===== src/rtl/sdram_wb_arbiter.sv =====
// Two-port Wishbone arbiter in front of a single SDRAM controller command port.
// Define SDRAM_ARB_FIXED_PRIO_EN for fixed port-0 priority instead of round-robin.
module sdram_wb_arbiter #(
  parameter int ADDR_W = 23,
  parameter int DATA_W = 32
) (
  input  logic              wb_clk_i,
  input  logic              wb_rst_i,
  input  logic              m0_cyc_i,
  input  logic              m0_stb_i,
  input  logic              m0_we_i,
  input  logic [3:0]        m0_sel_i,
  input  logic [31:0]       m0_adr_i,
  input  logic [DATA_W-1:0] m0_dat_i,
  output logic              m0_ack_o,
  output logic [DATA_W-1:0] m0_dat_o,
  input  logic              m1_cyc_i,
  input  logic              m1_stb_i,
  input  logic              m1_we_i,
  input  logic [3:0]        m1_sel_i,
  input  logic [31:0]       m1_adr_i,
  input  logic [DATA_W-1:0] m1_dat_i,
  output logic              m1_ack_o,
  output logic [DATA_W-1:0] m1_dat_o,
  output logic [ADDR_W-1:0] ctrl_addr,
  output logic              ctrl_rw,
  output logic [DATA_W-1:0] ctrl_data_in,
  output logic [3:0]        ctrl_mask,
  output logic              ctrl_in_valid,
  input  logic              ctrl_busy,
  input  logic              ctrl_out_valid,
  input  logic [DATA_W-1:0] ctrl_data_out,
  output logic [1:0]        grant_o
);

  localparam logic [2:0] S_IDLE    = 3'd0;
  localparam logic [2:0] S_ISSUE   = 3'd1;
  localparam logic [2:0] S_WAIT_RD = 3'd2;
  localparam logic [2:0] S_WAIT_WR = 3'd3;
  localparam logic [2:0] S_ACK     = 3'd4;

  logic [2:0]        state_q, state_d;
  logic [1:0]        grant_q, grant_d;
  logic [ADDR_W-1:0] addr_q, addr_d;
  logic              rw_q, rw_d;
  logic [DATA_W-1:0] wdat_q, wdat_d;
  logic [3:0]        mask_q, mask_d;
  logic              valid_q, valid_d;
  logic              skip_q, skip_d;
  logic              abort_q, abort_d;
  logic              ack0_q, ack0_d;
  logic              ack1_q, ack1_d;
  logic [DATA_W-1:0] rdat0_q, rdat0_d;
  logic [DATA_W-1:0] rdat1_q, rdat1_d;

  logic req0, req1, pick1, sel_we;
  logic own_cyc, own_req, abort_now;
  logic unused_adr;

  assign req0 = m0_cyc_i & m0_stb_i;
  assign req1 = m1_cyc_i & m1_stb_i;
  assign own_cyc = grant_q[1] ? m1_cyc_i : m0_cyc_i;
  assign own_req = grant_q[1] ? req1 : req0;
  // Once the owner lets go of cyc the transaction runs out silently.
  assign abort_now = abort_q | ~own_cyc;
  assign sel_we = pick1 ? m1_we_i : m0_we_i;
  assign unused_adr = ^{m0_adr_i[31:ADDR_W], m1_adr_i[31:ADDR_W]};

`ifdef SDRAM_ARB_FIXED_PRIO_EN
  assign pick1 = ~req0;
`else
  logic rr_q, rr_d;
  assign pick1 = req1 & (~req0 | rr_q);
`endif

  always_comb begin
    state_d = state_q;
    grant_d = grant_q;
    addr_d  = addr_q;
    rw_d    = rw_q;
    wdat_d  = wdat_q;
    mask_d  = mask_q;
    valid_d = valid_q;
    skip_d  = skip_q;
    abort_d = abort_q;
    rdat0_d = rdat0_q;
    rdat1_d = rdat1_q;
    ack0_d  = 1'b0;
    ack1_d  = 1'b0;
`ifndef SDRAM_ARB_FIXED_PRIO_EN
    rr_d = rr_q;
`endif
    unique case (state_q)
      S_IDLE: begin
        if (req0 | req1) begin
          grant_d = pick1 ? 2'b10 : 2'b01;
          addr_d  = pick1 ? m1_adr_i[ADDR_W-1:0] : m0_adr_i[ADDR_W-1:0];
          rw_d    = sel_we;
          wdat_d  = pick1 ? m1_dat_i : m0_dat_i;
          mask_d  = sel_we ? (pick1 ? m1_sel_i : m0_sel_i) : 4'b0000;
          valid_d = 1'b1;
          abort_d = 1'b0;
          state_d = S_ISSUE;
`ifndef SDRAM_ARB_FIXED_PRIO_EN
          rr_d = ~pick1;
`endif
        end
      end
      S_ISSUE: begin
        abort_d = abort_now;
        if (!ctrl_busy) begin
          valid_d = 1'b0;
          skip_d  = 1'b1;
          state_d = rw_q ? S_WAIT_WR : S_WAIT_RD;
        end
      end
      S_WAIT_RD: begin
        abort_d = abort_now;
        if (ctrl_out_valid) begin
          state_d = S_ACK;
          if (!abort_now) begin
            if (grant_q[1]) rdat1_d = ctrl_data_out;
            else rdat0_d = ctrl_data_out;
            ack0_d = grant_q[0] & own_req;
            ack1_d = grant_q[1] & own_req;
          end
        end
      end
      S_WAIT_WR: begin
        abort_d = abort_now;
        // busy only rises the cycle after acceptance
        if (skip_q) begin
          skip_d = 1'b0;
        end else if (!ctrl_busy) begin
          state_d = S_ACK;
          ack0_d = grant_q[0] & own_req & ~abort_now;
          ack1_d = grant_q[1] & own_req & ~abort_now;
        end
      end
      S_ACK: begin
        grant_d = 2'b00;
        state_d = S_IDLE;
      end
      default: state_d = S_IDLE;
    endcase
  end

  always_ff @(posedge wb_clk_i or posedge wb_rst_i) begin
    if (wb_rst_i) begin
      state_q <= S_IDLE;
      grant_q <= '0;
      addr_q  <= '0;
      rw_q    <= 1'b0;
      wdat_q  <= '0;
      mask_q  <= '0;
      valid_q <= 1'b0;
      skip_q  <= 1'b0;
      abort_q <= 1'b0;
      ack0_q  <= 1'b0;
      ack1_q  <= 1'b0;
      rdat0_q <= '0;
      rdat1_q <= '0;
`ifndef SDRAM_ARB_FIXED_PRIO_EN
      rr_q <= 1'b0;
`endif
    end else begin
      state_q <= state_d;
      grant_q <= grant_d;
      addr_q  <= addr_d;
      rw_q    <= rw_d;
      wdat_q  <= wdat_d;
      mask_q  <= mask_d;
      valid_q <= valid_d;
      skip_q  <= skip_d;
      abort_q <= abort_d;
      ack0_q  <= ack0_d;
      ack1_q  <= ack1_d;
      rdat0_q <= rdat0_d;
      rdat1_q <= rdat1_d;
`ifndef SDRAM_ARB_FIXED_PRIO_EN
      rr_q <= rr_d;
`endif
    end
  end

  assign ctrl_addr     = addr_q;
  assign ctrl_rw       = rw_q;
  assign ctrl_data_in  = wdat_q;
  assign ctrl_mask     = mask_q;
  assign ctrl_in_valid = valid_q;
  assign grant_o       = grant_q;
  assign m0_ack_o      = ack0_q;
  assign m1_ack_o      = ack1_q;
  assign m0_dat_o      = rdat0_q;
  assign m1_dat_o      = rdat1_q;

endmodule


===== config.mk =====
export PLATFORM = sky130hd
export DESIGN_NAME = sdram_wb_arbiter
export DESIGN_NICKNAME = d
export VERILOG_FILES = /design/src/rtl/sdram_wb_arbiter.sv
export SDC_FILE = /design/constraint.sdc
export NUM_CORES = 1
export LEC_CHECK = 0
export BUFFER_PORTS_ARGS = -buffer_cell sky130_fd_sc_hd__buf_2
export CORE_AREA = 2 2 120 122
export CTS_BUF_LIST = sky130_fd_sc_hd__clkbuf_8 sky130_fd_sc_hd__clkbuf_16
export CTS_CLUSTER_SIZE = 40
export DETAILED_ROUTE_END_ITERATION = 10
export DIE_AREA = 0 0 122 124
export PLACE_DENSITY = 0.77
export SYNTH_ARGS = -nofsm -noshare
export SYNTH_HDL_FRONTEND = slang
export SYNTH_SLANG_ARGS = --single-unit

===== constraint.sdc =====
create_clock -name wb_clk_i -period 8.68 [get_ports wb_clk_i]
set_clock_uncertainty 0.05 [all_clocks]
set_input_delay 1.736 -clock wb_clk_i [delete_from_list [all_inputs] [get_ports wb_clk_i]]
set_output_delay 1.736 -clock wb_clk_i [all_outputs]
set_load 0.02 [all_outputs]

Yosys cells after proc, flatten, opt, wreduce, memory -nomap -nowiden
Cells that the tools add are included.
- input port bits: 178
- output and inout port bits: 129
- bits in writable memories: 0
- memory bits (read-only): 0
- flip-flop bits (word level): 135
- latch bits: 0
- logic and storage cells: 86
- memories: 0
- add/subtract/negate cells: 0
- bitwise logic cells: 15
- equal/unequal tests: 9
- reductions and logical operators: 14
- muxes and demuxes: 34
- divide/modulo/power cells: 0
- order comparisons: 0
- multipliers: 0
- shift operators: 0
- operators with widths (cell ; count):
    $mux W32 ; 1
    $mux W23 ; 1
    $mux W1 ; 16
    $mux W3 ; 5
    $pmux W3 S4 ; 1
    $ne A2 B2 Y1 const B ; 5
    $pmux W1 S2 ; 5
    $mux W4 ; 2
    $reduce_and A2 Y1 ; 4
    $reduce_and A4 Y1 ; 2
    $reduce_bool A2 Y1 ; 4
    $and A1 B1 Y1 ; 7
    $eq A3 B2 Y1 const B ; 2
    $not A1 Y1 ; 5
    $reduce_and A5 Y1 ; 1
    $mux W2 ; 2
    $pmux W2 S2 ; 1
    $eq A3 B1 Y1 const B ; 1
    $eq A3 B3 Y1 const B ; 1
    $logic_not A3 Y1 ; 1
    $or A1 B1 Y1 ; 3
    $reduce_and A3 Y1 ; 1
    $reduce_or A3 Y1 ; 1

Depth between registers and ports, before layout
- depth after elaboration: 8
- gate-level depth with buffers: 5
- gate-level depth less buffers: 3

Least setup slack after synthesis
Ideal clock, no wire load.
- path kind: in2reg
- from: in ctrl_out_valid
- to: reg rdat0_q[0] (netlist: m0_dat_o[0])
- setup slack: 5.794 ns
- setup time: 0.127 ns
- arrival time: 2.708 ns
- path buffers: 2
- data required time: 8.503 ns
- stages: 5
- path through: and4bb_1 > and4_1 > buf_2 > buf_6 > mux2_1
- longest elaborated chain between the ends: 1
- ends and longest elaborated chain (item ; line ; source):
    from (decl) ; 31 ; input logic ctrl_out_valid,
    $reduce_and A4 Y1 (no line) ; n/a ;
    to (signal assigned) ; 178 ; rdat0_q <= rdat0_d;
    to (decl) ; 53 ; logic [DATA_W-1:0] rdat0_q, rdat0_d;
Every way passes these cells.
A chain may end at the register's enable or synchronous reset.

Worst setup path in the final report
- from: in m1_cyc_i
- to: reg wdat_q[24] (netlist: ctrl_data_in[24])
- longest elaborated chain between the ends: 3
- elaborated cells between the ends (all ways): 5
- those cells by class: mux: 1; bitwise: 3; reduce/logical: 1
- ends and longest elaborated chain (item ; line ; source):
    from (decl) ; 17 ; input logic m1_cyc_i,
    $and A1 B1 Y1 * ; 61 ; assign req1 = m1_cyc_i & m1_stb_i;
    $and A1 B1 Y1 / $or A1 B1 Y1 (equally long branches) ; 73, 95 ;
    $mux W32 / $reduce_and A2 Y1 (equally long branches) ; n/a ;
    to (signal assigned) ; 171 ; wdat_q <= wdat_d;
    to (decl) ; 46 ; logic [DATA_W-1:0] wdat_q, wdat_d;
Mark *: on every way between the ends. The rest lies on a longest branch, timed or not.

==> reports/metrics.csv <==
metric;value;unit
clk_pin_slew;0.06;ns
antenna_found_initial;0;
cts_hold_buffers;0;
crit_type;in -> reg;
use_met2;36.9;%
fin_crit;3.05;ns
wl_per_cell;17.5;um
start_util;43.4;%
cts_max_path_buffers;2;
final_area;8090;um2
setup_tns;0;ns
min_path_cells;1;
p_leak;0.00404;uW
place_congestion;0.772;
outcome;finished clean;
routed_via_density;5.44;
hpwl;11700;um
crit_path_max_fanout;62;
die_height;124;um
syn_inst;544;
cts_made_buffers;17;
insertion_delay;0.42;ns
firstDrtPassIters;4;
grt_first_pass_wirelength;26900;um
antenna_cells;0;
hp-class;reg -> reg;
hold_slack;0.428;ns
fp.coreArea;13700;um2
grtUsageTotal;22.8;%
die_w;122;um
h-tree-depth;4;
yosys_warnings;0;
synth.distinct_cells;36;
dieArea;15100;um2
fin_nets;982;
critPathArrivalTime;3.26;ns
portBuffers;288;
place_area;7450;um2
postSynthAreaPerCell;10.9;um2
drt-total-wl;17400;um
yosysSeqAreaShare;56.7;%
area_growth;35.9;%
fmax;328;MHz
mostFrequentLayoutCell;buf_2;
cts_tree;built;
required;8.89;ns
dr_total_vias;5414;
synth.cell_area;5950;um2
drive_above_1_share;41.1;%
final_cell_mix;288 x buf_2, 135 x dfrtp_1, 64 x a21oi_1, 62 x mux2_1;
cts_resized;0;
rows;43;
rr_worst_depth;5;
powerDensity;355;nW/um2
hold_violations;0;
grt_max_degree;78;
grt_remaining_overflow;0;
cp-start-kind;input port;
grt_use_met1;29.2;%
synth_area_leaders;dfrtp_1 57%, mux2_1 12%, a31oi_1 6.4%;
num_io_pins;307;
rsz0062_at_grt;no;
ant_nets;0;
yosysTopAreaCell;dfrtp_1;
drv_cap;0;
fin_crit_sh;35.1;%
cts_sinks;135;
vdd_drop_max;0.161;mV
use_met3;8.33;%
end_kind;flip-flop;
tightest_slew;1.14;ns
cts_setup_buffers;0;
drc;0;
maxSlewHeadroom;23.9;%
grt_pass1_vias;5126;
synth.ff_latch_count;135;
slew_viol_final;0;
cts_root_buf;clkbuf_16;
top_usage_layer;met2;
syn_nets;722;
synth_top_area_share;56.7;%
post-route-util;59.0;%
finalSetupViolCount;0;
drtIter0Drc;365;
==> final timing paths <==
kind,from,to,slack (ns)
setup reg to reg,state_q[1],ctrl_data_in[29],6.18
hold reg to reg,m0_dat_o[11],m0_dat_o[11],0.43
max in group asynchronous,wb_rst_i,ctrl_addr[5],5.91
setup / recovery,m1_cyc_i,ctrl_data_in[24],5.63
min in group asynchronous,wb_rst_i,m1_dat_o[6],1.32
hold / removal,m0_dat_o[11],m0_dat_o[11],0.43
==> Yosys cell counts <==
cell         n
o32ai_1      1
dfrtp_1    135
o21ai_0     51
nor3_2       1
inv_1        5
o21ai_1      9
mux2_2       2
clkbuf_1    31
and3_1       1
nand3_1     61
a31oi_1     61
and2_1       2
nand3b_1     1
a2111oi_0    1
o21a_1       2
o211ai_1     5
a22o_1       1
o31ai_1      1
mux2_1      62
and3b_1      1
o21bai_1     1
nor3b_1      1
and4_1       3
nand4_1      1
buf_1        3
a221oi_1     1
buf_6        3
mux2i_1      1
clkbuf_2     1
buf_2       17
and4bb_1     1
a21oi_1     64
nand2_1      3
o311ai_0     2
nor2b_1      3
nor2_1       5
==> logic make-up after synthesis <==
group	Yosys count	share of synthesized area (%)
compound gates	200	18.9
buf+inv	60	4.54
flops	135	56.7
mux	65	12.3
simple gates	84	7.59
==> power by group <==
group	switching, uW	internal (uW)
Clock	269	515
Sequential	153	882
Combinational	680	376
==> worst max-delay path: stages <==
cell and delay, ns:
buf_2 0.17, nand2_2 0.63, o21ai_0 0.54, a31oi_1 0.14
==> state kept, by name, indices dropped and copies added, names as in the netlist, 2 cells and up <==
register	flops
ctrl_data_in	32
m0_dat_o	32
m1_dat_o	32
ctrl_addr	23
ctrl_mask	4
state_q	3
grant_o	2
==> final cells by class <==
type,instances,area (um2)
Clock inverter,13,203
Fill cell,1195,5630
Timing Repair Buffer,296,1500
Sequential cell,135,3380
Multi-Input combinational cell,349,2320
Inverter,5,23.8
Clock buffer,18,439
Tap cell,180,225
==> metrics by stage <==
stage	total power, uW	setup WS (ns)	cells
2_1_floorplan	1700	3.28	544
3_3_place_gp	2080	5.22	965
3_5_place_dp	2110	5.19	965
4_1_cts	2900	5.64	996
5_1_grt	3040	5.51	996
6_report	2870	5.63	996
==> routing by layer <==
metal  vias up  share of wire [%]  wire (um)
li1       2546                  -          -
met1      2596                 41       7150
met2       260                 49       8440
met3        12                9.6       1670
met4         0               0.67        116
met5         -                  0          0
(Power assumes the default switching activity.)
